### src/rtl/pattern_detector_pkg.sv
// Shared definitions for the parametrised serial pattern detector:
// default sizes, the pat_len width helper and the configuration record.
package pattern_detector_pkg;

    localparam int DEF_PAT_W = 8;
    localparam int DEF_CNT_W = 8;

    // Widest pattern any instance may be built with; the config record is
    // sized for it so one typedef serves every instance.
    localparam int PAT_W_MAX = 32;
    localparam int LEN_W_MAX = 6;

    // Width needed to hold a length value 0..pat_w inclusive.
    function automatic int calc_len_w(input int pat_w);
        return $clog2(pat_w + 1);
    endfunction

    typedef struct packed {
        logic [PAT_W_MAX-1:0] pattern;
        logic [LEN_W_MAX-1:0] len;
        logic                 overlap;
    } cfg_t;

endpackage

### src/rtl/patdet_match_cmp.sv
// Combinational masked comparator: compares the low len bits of the
// next-state history with the programmed pattern and checks that enough
// bits have been collected since the last restart of the fill count.
module patdet_match_cmp
    import pattern_detector_pkg::*;
#(
    parameter int CMP_W = PAT_W_MAX,
    parameter int LEN_W = 4
) (
    input  logic [CMP_W-1:0] hist_next,
    input  logic [CMP_W-1:0] cfg_pat,
    input  logic [LEN_W-1:0] len,
    input  logic [LEN_W-1:0] fill,
    output logic             match
);

    logic [CMP_W-1:0] mask;
    logic [CMP_W-1:0] diff;
    logic [LEN_W:0]   fill_inc;

    // Build the length mask, then compare only the masked bits.
    always_comb begin
        mask = '0;
        for (int i = 0; i < CMP_W; i++) begin
            mask[i] = (i < int'(len));
        end
        diff     = (hist_next ^ cfg_pat) & mask;
        fill_inc = {1'b0, fill} + 1'b1;
        match    = (len != '0) && (fill_inc >= {1'b0, len}) && (diff == '0);
    end

endmodule

### src/rtl/pattern_detector_param.sv
// Parametrised serial bit-pattern detector with programmable pattern and
// length, overlapping / non-overlapping detection and a registered
// one-cycle match pulse. Optional feature macro: PATDET_COUNT_EN adds the
// saturating match counter and cnt_clr; without it match_count reads 0.
module pattern_detector_param
    import pattern_detector_pkg::*;
#(
    parameter int PAT_W = DEF_PAT_W,
    parameter int LEN_W = calc_len_w(PAT_W),
    parameter int CNT_W = DEF_CNT_W
) (
    input  logic             clk,
    input  logic             rst,
    input  logic             in,
    input  logic             valid,
    input  logic             cfg_load,
    input  logic [PAT_W-1:0] pattern,
    input  logic [LEN_W-1:0] pat_len,
    input  logic             overlap,
    input  logic             cnt_clr,
    output logic             out,
    output logic [CNT_W-1:0] match_count
);

    if (PAT_W < 2 || PAT_W > PAT_W_MAX || LEN_W > LEN_W_MAX) begin : g_bad_size
        $error("pattern_detector_param: PAT_W out of supported range");
    end

    cfg_t             cfg_q, cfg_d;
    logic [PAT_W-1:0] hist_q, hist_d;
    logic [LEN_W-1:0] fill_q, fill_d;
    logic             out_q, out_d;

    logic [PAT_W-1:0] hist_next;
    logic [LEN_W-1:0] eff_len;
    logic [LEN_W-1:0] fill_inc;
    logic             cmp_match;
    logic             accept;
    logic             match;

    // The history MSB is shifted out before it could ever be compared.
    logic unused_hist_msb;
    assign unused_hist_msb = hist_q[PAT_W-1];

    assign accept    = valid & ~cfg_load;
    assign hist_next = {hist_q[PAT_W-2:0], in};
    assign match     = accept & cmp_match;

    // Clamp the programmed length to the physical history depth.
    always_comb begin
        eff_len = cfg_q.len[LEN_W-1:0];
        if (cfg_q.len > LEN_W_MAX'(PAT_W)) begin
            eff_len = LEN_W'(PAT_W);
        end
        fill_inc = (fill_q == LEN_W'(PAT_W)) ? fill_q : fill_q + 1'b1;
    end

    patdet_match_cmp #(
        .CMP_W (PAT_W_MAX),
        .LEN_W (LEN_W)
    ) u_cmp (
        .hist_next (PAT_W_MAX'(hist_next)),
        .cfg_pat   (cfg_q.pattern),
        .len       (eff_len),
        .fill      (fill_q),
        .match     (cmp_match)
    );

    // Next-state for config, history, fill count and match pulse;
    // cfg_load takes priority over (and drops) a concurrent input bit.
    always_comb begin
        cfg_d  = cfg_q;
        hist_d = hist_q;
        fill_d = fill_q;
        out_d  = 1'b0;
        if (cfg_load) begin
            cfg_d.pattern = PAT_W_MAX'(pattern);
            cfg_d.len     = LEN_W_MAX'(pat_len);
            cfg_d.overlap = overlap;
            hist_d        = '0;
            fill_d        = '0;
        end else if (valid) begin
            hist_d = hist_next;
            fill_d = fill_inc;
            if (match) begin
                out_d = 1'b1;
                if (!cfg_q.overlap) begin
                    fill_d = '0;
                end
            end
        end
    end

    // State registers with synchronous reset.
    always_ff @(posedge clk) begin
        if (rst) begin
            cfg_q  <= '0;
            hist_q <= '0;
            fill_q <= '0;
            out_q  <= 1'b0;
        end else begin
            cfg_q  <= cfg_d;
            hist_q <= hist_d;
            fill_q <= fill_d;
            out_q  <= out_d;
        end
    end

    assign out = out_q;

`ifdef PATDET_COUNT_EN
    logic [CNT_W-1:0] cnt_q, cnt_d;

    // Clear first, then count the match; hold at all-ones.
    always_comb begin
        cnt_d = cnt_clr ? '0 : cnt_q;
        if (match && (cnt_d != {CNT_W{1'b1}})) begin
            cnt_d = cnt_d + 1'b1;
        end
    end

    // Match counter register.
    always_ff @(posedge clk) begin
        if (rst) begin
            cnt_q <= '0;
        end else begin
            cnt_q <= cnt_d;
        end
    end

    assign match_count = cnt_q;
`else
    logic unused_cnt_clr;
    assign unused_cnt_clr = cnt_clr;
    assign match_count    = '0;
`endif

endmodule

### config.mk
export PLATFORM = sky130hd
export DESIGN_NAME = pattern_detector_param
export DESIGN_NICKNAME = d
export VERILOG_FILES = /design/src/rtl/pattern_detector_pkg.sv /design/src/rtl/patdet_match_cmp.sv /design/src/rtl/pattern_detector_param.sv
export SDC_FILE = /design/constraint.sdc
export NUM_CORES = 1
export LEC_CHECK = 0
export CORE_MARGIN = 2
export CORE_UTILIZATION = 25
export CTS_CLUSTER_DIAMETER = 80
export DETAILED_ROUTE_END_ITERATION = 10
export GPL_TIMING_DRIVEN = 0
export MAX_ROUTING_LAYER = met4
export PLACE_DENSITY_LB_ADDON = 0.1
export SLEW_MARGIN = 25
export SYNTH_ARGS = -nofsm -noshare
export SYNTH_HDL_FRONTEND = slang
export SYNTH_SLANG_ARGS = --single-unit
### constraint.sdc
create_clock -name clk -period 2.8 [get_ports clk]
set_input_delay 0.56 -clock clk [delete_from_list [all_inputs] [get_ports clk]]
set_output_delay 0.56 -clock clk [all_outputs]
set_load 0.03 [all_outputs]
==> flow_summary.toml, run 1 <==
[sta]
slew_violations = 0
max_freq_ghz = 0.475
period_minus_slack_ns = 2.11
rsz0062_at_grt = "no"
hold_viol = 0
skew_ns = 0.00147
finalCritPeriodShare_pct = 75.3
fin_tns_setup_ns = 0
setup_violations = 0

[final_layout]
diodes = 0
areaGrowthSynthToFinish_pct = 24.8
drive_gt1_share_pct = 10.9
nets = 201
final_core_util_pct = 32.4
stdcell_area_um2 = 1650

[global_route]
antenna_found_initial = 0
grt_max_degree = 14
grt_pass1_vias = 1049
grt_use_total_pct = 10.0
grt-ovfl-total = 0
grt_pass1_wl_mm = 4.72

[clocking]
clockBufferDepth = 2
post_cts_resized = 0
cts-root-buf = "clkbuf_8"
cts_made_buffers = 3
cts_tree = "done"
hold_buffers = 0
clkTransAtPathRegs_ns = 0.08
clkLatencyLatePin_ns = 0.26
htree_levels = 1
clock-sinks = 25
cts_setup_buffers = 0

[pwr]
p_leak_nw = 0.678
swShare_pct = 26.0
p_int_uw = 535
combPwrFrac_pct = 17.9
peakVddDrop_mv = 0.291
p_sw_uw = 188
power_frac_seq_pct = 52.8
total_power_uw = 723
power_density_nw_per_um2 = 437
clockPowerShare_pct = 29.2

[outcome]
status = "finished, final reports clean"

[floorplan]
die_h_um = 76.8
dieArea_um2 = 5900
ios = 28
coreArea_um2 = 5110
start_util_pct = 25.9
die_w_um = 76.8
rows = 26

[routing]
wl_mm = 2.72
avgViaCountPerCell = 4.18
postRouteAntennaNets = 0
drt_drc_violations_left = 0
drt_iter0_drc = 13
drtPass1Iterations = 2
routed-via-count = 1024
avgRoutedWirePerCell_um = 11.1

[logic_synthesis]
synth_edf_count = 0
ys_types = 33
yosysSeqAreaShare_pct = 37.8
synth_flop_cell = "dfxtp_1"
synth_cells = 147
syn_avg_cell_area_um2 = 9.01
yosys_warnings = 0
ys_ff_latch = 25
netlist_area_um2 = 1330
async_reset_ff_share_pct = 0

[hold_path]
min_path_type = "flip-flop to flip-flop"

[placed_design]
io_buffers = 17
dpl_cell_area_um2 = 1610
gp_congestion = 0.741
hpwl_mm = 2.18

[critical_path]
start_kind = "flip-flop"
cp.required_ns = 2.94
crit_type = "flip-flop to flip-flop"
end_kind = "flip-flop"
worstPathArrival_ns = 2.25
crit_fanout = 5

[job]
drv_cap = 0
kinds of logic (layout without fill, tap and decap cells):
group | count (synthesis) | in the layout | synth area share [%]
compound gates | 16 | 16 | 8.59
xor+xnor | 12 | 12 | 7.93
fa+ha+maj | 6 | 6 | 5.67
buf+inv | 18 | 39 | 7.65
flops | 25 | 25 | 37.8
mux | 20 | 20 | 15.1
other cells | 1 | 8 | 0.283
simple gates | 49 | 49 | 17.0
power by group through the flow:
| stage | Clock (mW) | Sequential (mW) | Combinational (mW) |
|---|---|---|---|
| 6_report | 0.211 | 0.382 | 0.130 |
| 4_1_cts | 0.225 | 0.382 | 0.131 |
| 3_3_place_gp | 0 | 0.391 | 0.128 |
| 5_1_grt | 0.235 | 0.385 | 0.142 |
| 3_5_place_dp | 0 | 0.391 | 0.130 |
| 2_1_floorplan | 0 | 0.387 | 0.0896 |
final timing paths:
check	endpoint	cells past startpoint	slack (ns)	from
max	fill_q[1]	8	0.69	fill_q[0]
min	cfg_q[7]	2	0.53	cfg_q[7]
max reg2reg	fill_q[1]	8	0.69	fill_q[0]
min reg2reg	cfg_q[7]	2	0.53	cfg_q[7]
metal layers:
metal,vias up,track usage [%],wire (um)
li1,532,-,-
met1,471,11.2,1260
met2,19,18.1,1330
met3,2,2.82,110
met4,0,1.64,20
met5,-,-,0
cell type report:
| type | instances | area, um^2 |
|---|---|---|
| buffer | 14 | 86.3 |
| clock buffer | 4 | 45.0 |
| fill | 563 | 3450 |
| inverter | 4 | 15.0 |
| multi-input combinational | 111 | 749 |
| sequential | 25 | 500 |
| tap | 70 | 87.6 |
| timing repair buffer | 17 | 170 |
stage by stage:
| stage | setup WS, ns | hold slack (ns) | std cells |
|---|---|---|---|
| finish | 0.693 | 0.525 | 245 |
| global route | 0.494 | 0.561 | 245 |
| CTS | 0.670 | 0.532 | 245 |
| detailed placement | 0.553 | 0.510 | 241 |
| global placement | 0.563 | 0.484 | 241 |
| floorplan | 1.03 | 0.460 | 154 |
synthesized netlist by cell type (2+ instances only):
master | count | area share [%]
o211ai_1 | 2 | 1.1
xnor2_1 | 10 | 6.6
a31oi_1 | 2 | 0.94
dfxtp_1 | 25 | 38
o21ai_0 | 5 | 1.9
nand3_1 | 4 | 1.5
inv_1 | 3 | 0.85
ha_1 | 6 | 5.7
nand2b_1 | 3 | 1.4
buf_2 | 3 | 1.1
nor2_1 | 27 | 7.6
a211oi_1 | 2 | 1.1
clkbuf_1 | 3 | 0.85
mux2i_1 | 20 | 15
xor2_1 | 2 | 1.3
nand2_1 | 5 | 1.4
buf_4 | 8 | 4.5
nor2b_1 | 2 | 0.94
placed cells by master, fill, tap and decap left out, types with 2 or more instances in the layout:
| cell type | netlist | routed |
|---|---|---|
| nor2_1 | 27 | 27 |
| dfxtp_1 | 25 | 25 |
| mux2i_1 | 20 | 20 |
| clkdlybuf4s50_1 | 0 | 17 |
| xnor2_1 | 10 | 10 |
| buf_4 | 8 | 8 |
| conb_1 | 1 | 8 |
| ha_1 | 6 | 6 |
| nand2_1 | 5 | 5 |
| o21ai_0 | 5 | 5 |
| clkbuf_1 | 3 | 4 |
| nand3_1 | 4 | 4 |
| inv_1 | 3 | 3 |
| nand2b_1 | 3 | 3 |
| buf_2 | 3 | 3 |
| clkbuf_8 | 0 | 3 |
| xor2_1 | 2 | 2 |
| a31oi_1 | 2 | 2 |
| nor2b_1 | 2 | 2 |
| a211oi_1 | 2 | 2 |
| o211ai_1 | 2 | 2 |
critical path, cell delays in order, from the launching register on:
cell and delay [ns]:
dfxtp_1 0.42, inv_1 0.10, ha_1 0.33, ha_1 0.29, a211oi_1 0.06, o21ai_0 0.34
o2111ai_2 0.25, nand3_1 0.13, a21oi_1 0.06
state kept, by name, indices dropped and copies added, names as in the netlist:
signal  flops
hist_q      7
fill_q      4
out         1
cfg_q      13
(Power assumes the default switching activity.)
==> run 2: changes to the inputs <==
- clock period: 2.8 -> 2.1 ns (I/O delays scaled with it)
==> flow_summary.toml, run 2 (same netlist as run 1, synthesis figures left out) <==
[placed_design]
gp_congestion = 0.741
placed_cells = 241
place_ws_ns = -0.00682
io_buffers = 17
hpwl_mm = 2.18
dpl_cell_area_um2 = 1610

[critical_path]
reg2reg_depth = 8
cpMostUsedCell = "ha_1"
crit_fanout = 5
worstPathArrival_ns = 2.11
start_kind = "flip-flop"
worstPathCellList = "inv_1 > ha_1 > ha_1 > a211oi_1 > o21ai_1 > o2111ai_2 > nand3_1 > a21oi_1"
startpoint = "fill_q[0]"
r2r_end = "fill_q[1]"
max_stage_delay_ns = 0.38
reg2reg_from = "fill_q[0]"
crit_type = "flip-flop to flip-flop"
slowest_stage = "dfxtp_2"
end_kind = "flip-flop"
path_delay_family = "compound AO/OA/AOI/OAI gates"
path_buf_inv = 1
rrSetupSlack_ns = 0.19
cp.required_ns = 2.30

[routing]
avgViaCountPerCell = 4.16
drt_drc_violations_left = 0
drtPass1Iterations = 4
wl_mm = 2.72
drt_iter0_drc = 15
postRouteAntennaNets = 0
avgRoutedWirePerCell_um = 11.2
routed-via-count = 1016

[clocking]
clkLatencyLatePin_ns = 0.26
clkTransAtPathRegs_ns = 0.09
cts_made_buffers = 3
clockBufferDepth = 2
clock-sinks = 25
hold_buffers = 0
cts_tree = "done"
cts-root-buf = "clkbuf_8"
htree_levels = 1

[job]
drv_cap = 0

[sta]
slew_violations = 0
fin_tns_setup_ns = 0
finalCritPeriodShare_pct = 91.0
skew_ns = 0.00219
max_freq_ghz = 0.523
setup_ws_ns = 0.189
setup_violations = 0
hold_viol = 0
rsz0062_at_grt = "no"
period_minus_slack_ns = 1.91

[global_route]
grt_pass1_vias = 1049
gr-usage-met2_pct = 18.1
grt_use_total_pct = 10.0
antenna_found_initial = 0
grt-ovfl-total = 0
grt_busiest_layer = "met2"
grt_max_degree = 14
use_met1_pct = 11.2
grt_pass1_wl_mm = 4.72
met3_usage_pct = 2.82

[final_layout]
areaGrowthSynthToFinish_pct = 24.7
diodes = 0
regMostFlops = "cfg_q"
num-fill-cells = 559
multi_input_area_um2 = 749
regArea_um2 = 503
final_common_cell = "nor2_1"
final_cells = 244
top_regs = "cfg_q (13), hist_q (7), fill_q (4)"
largest_register_ffs = 13
stdcell_area_um2 = 1650
drive_gt1_share_pct = 12.1
final_cell_mix = "nor2_1 (27), dfxtp_1 (23), mux2i_1 (20)"
nets = 200

[hold_path]
hold_depth = 2
hold_path_end = "cfg_q[7]"
min_path_type = "flip-flop to flip-flop"
min_from = "cfg_q[7]"

[floorplan]
coreArea_um2 = 5110
dieArea_um2 = 5900
die_w_um = 76.8
start_util_pct = 25.9
ios = 28
rows = 26
die_h_um = 76.8

[outcome]
status = "finished, final reports clean"

[pwr]
peakVddDrop_mv = 0.388
p_leak_nw = 0.678
power_density_nw_per_um2 = 584
total_power_uw = 965
## run 2: cell count changes in the layout (fill, tap and decap cells not counted)
cell / change
o21ai_1: +1
o21ai_0: -1
clkbuf_1: -1
dfxtp_2: +2
dfxtp_1: -2
## run 2: worst max path at each step
| stage | depth (start not counted) | endpoint | slack (ns) |
|---|---|---|---|
| global route | 8 | fill_q[1] | 0.01 |
| detailed placement | 7 | fill_q[1] | -0.007 |
| CTS | 9 | fill_q[1] | 0.09 |
| global placement | 7 | fill_q[1] | 0.003 |
| floorplan | 8 | fill_q[1] | 0.33 |
| finish | 8 | fill_q[1] | 0.19 |
## run 2: area by class of cell
| class | count | area share [%] |
|---|---|---|
| plain buffers | 13 | 5.00 |
| repair buffers | 17 | 10.3 |
| well taps | 70 | 5.30 |
| multi-input cells | 111 | 45.3 |
| clock buffers | 4 | 2.73 |
| inverters | 4 | 0.908 |
| flip-flops and latches | 25 | 30.4 |
## run 2: per-layer routing
| metal | wire (um) | part of all wire (%) |
|---|---|---|
| met1 | 1280 | 47 |
| met2 | 1330 | 49 |
| met3 | 93 | 3.4 |
| met4 | 20 | 0.73 |
| met5 | 0 | 0 |
## run 2: report_power, final
group	internal (mW)	switching, mW
Clock	0.135	0.147
Sequential	0.492	0.0179
Combinational	0.0870	0.0863
## run 2: what timing repair did
action                                  CTS  global route
buffers inserted                          0             0
gates resized for setup                   1             2
cloned                                    0             0
endpoints found under the setup margin    4             4
## run 2: metrics by stage
step / hold WS (ns) / utilization, %
after floorplan: 0.460 / -
final: 0.525 / 32.4
after detailed placement: 0.510 / 31.5
after global placement: 0.484 / 31.5
after global routing: 0.561 / 32.4
after CTS: 0.532 / 32.4
## run 2: worst register-to-register path, stage by stage (launching register included)
cell,delay (ns)
dfxtp_2,0.38
inv_1,0.08
ha_1,0.33
ha_1,0.28
a211oi_1,0.23
o21ai_1,0.16
o2111ai_2,0.15
nand3_1,0.11
a21oi_1,0.14
==> run 3: changes to the inputs <==
- GPL_ROUTABILITY_DRIVEN: not set -> 0
==> results of run 3 <==
Final layout, timing and power as in run 2 (identical DEF).
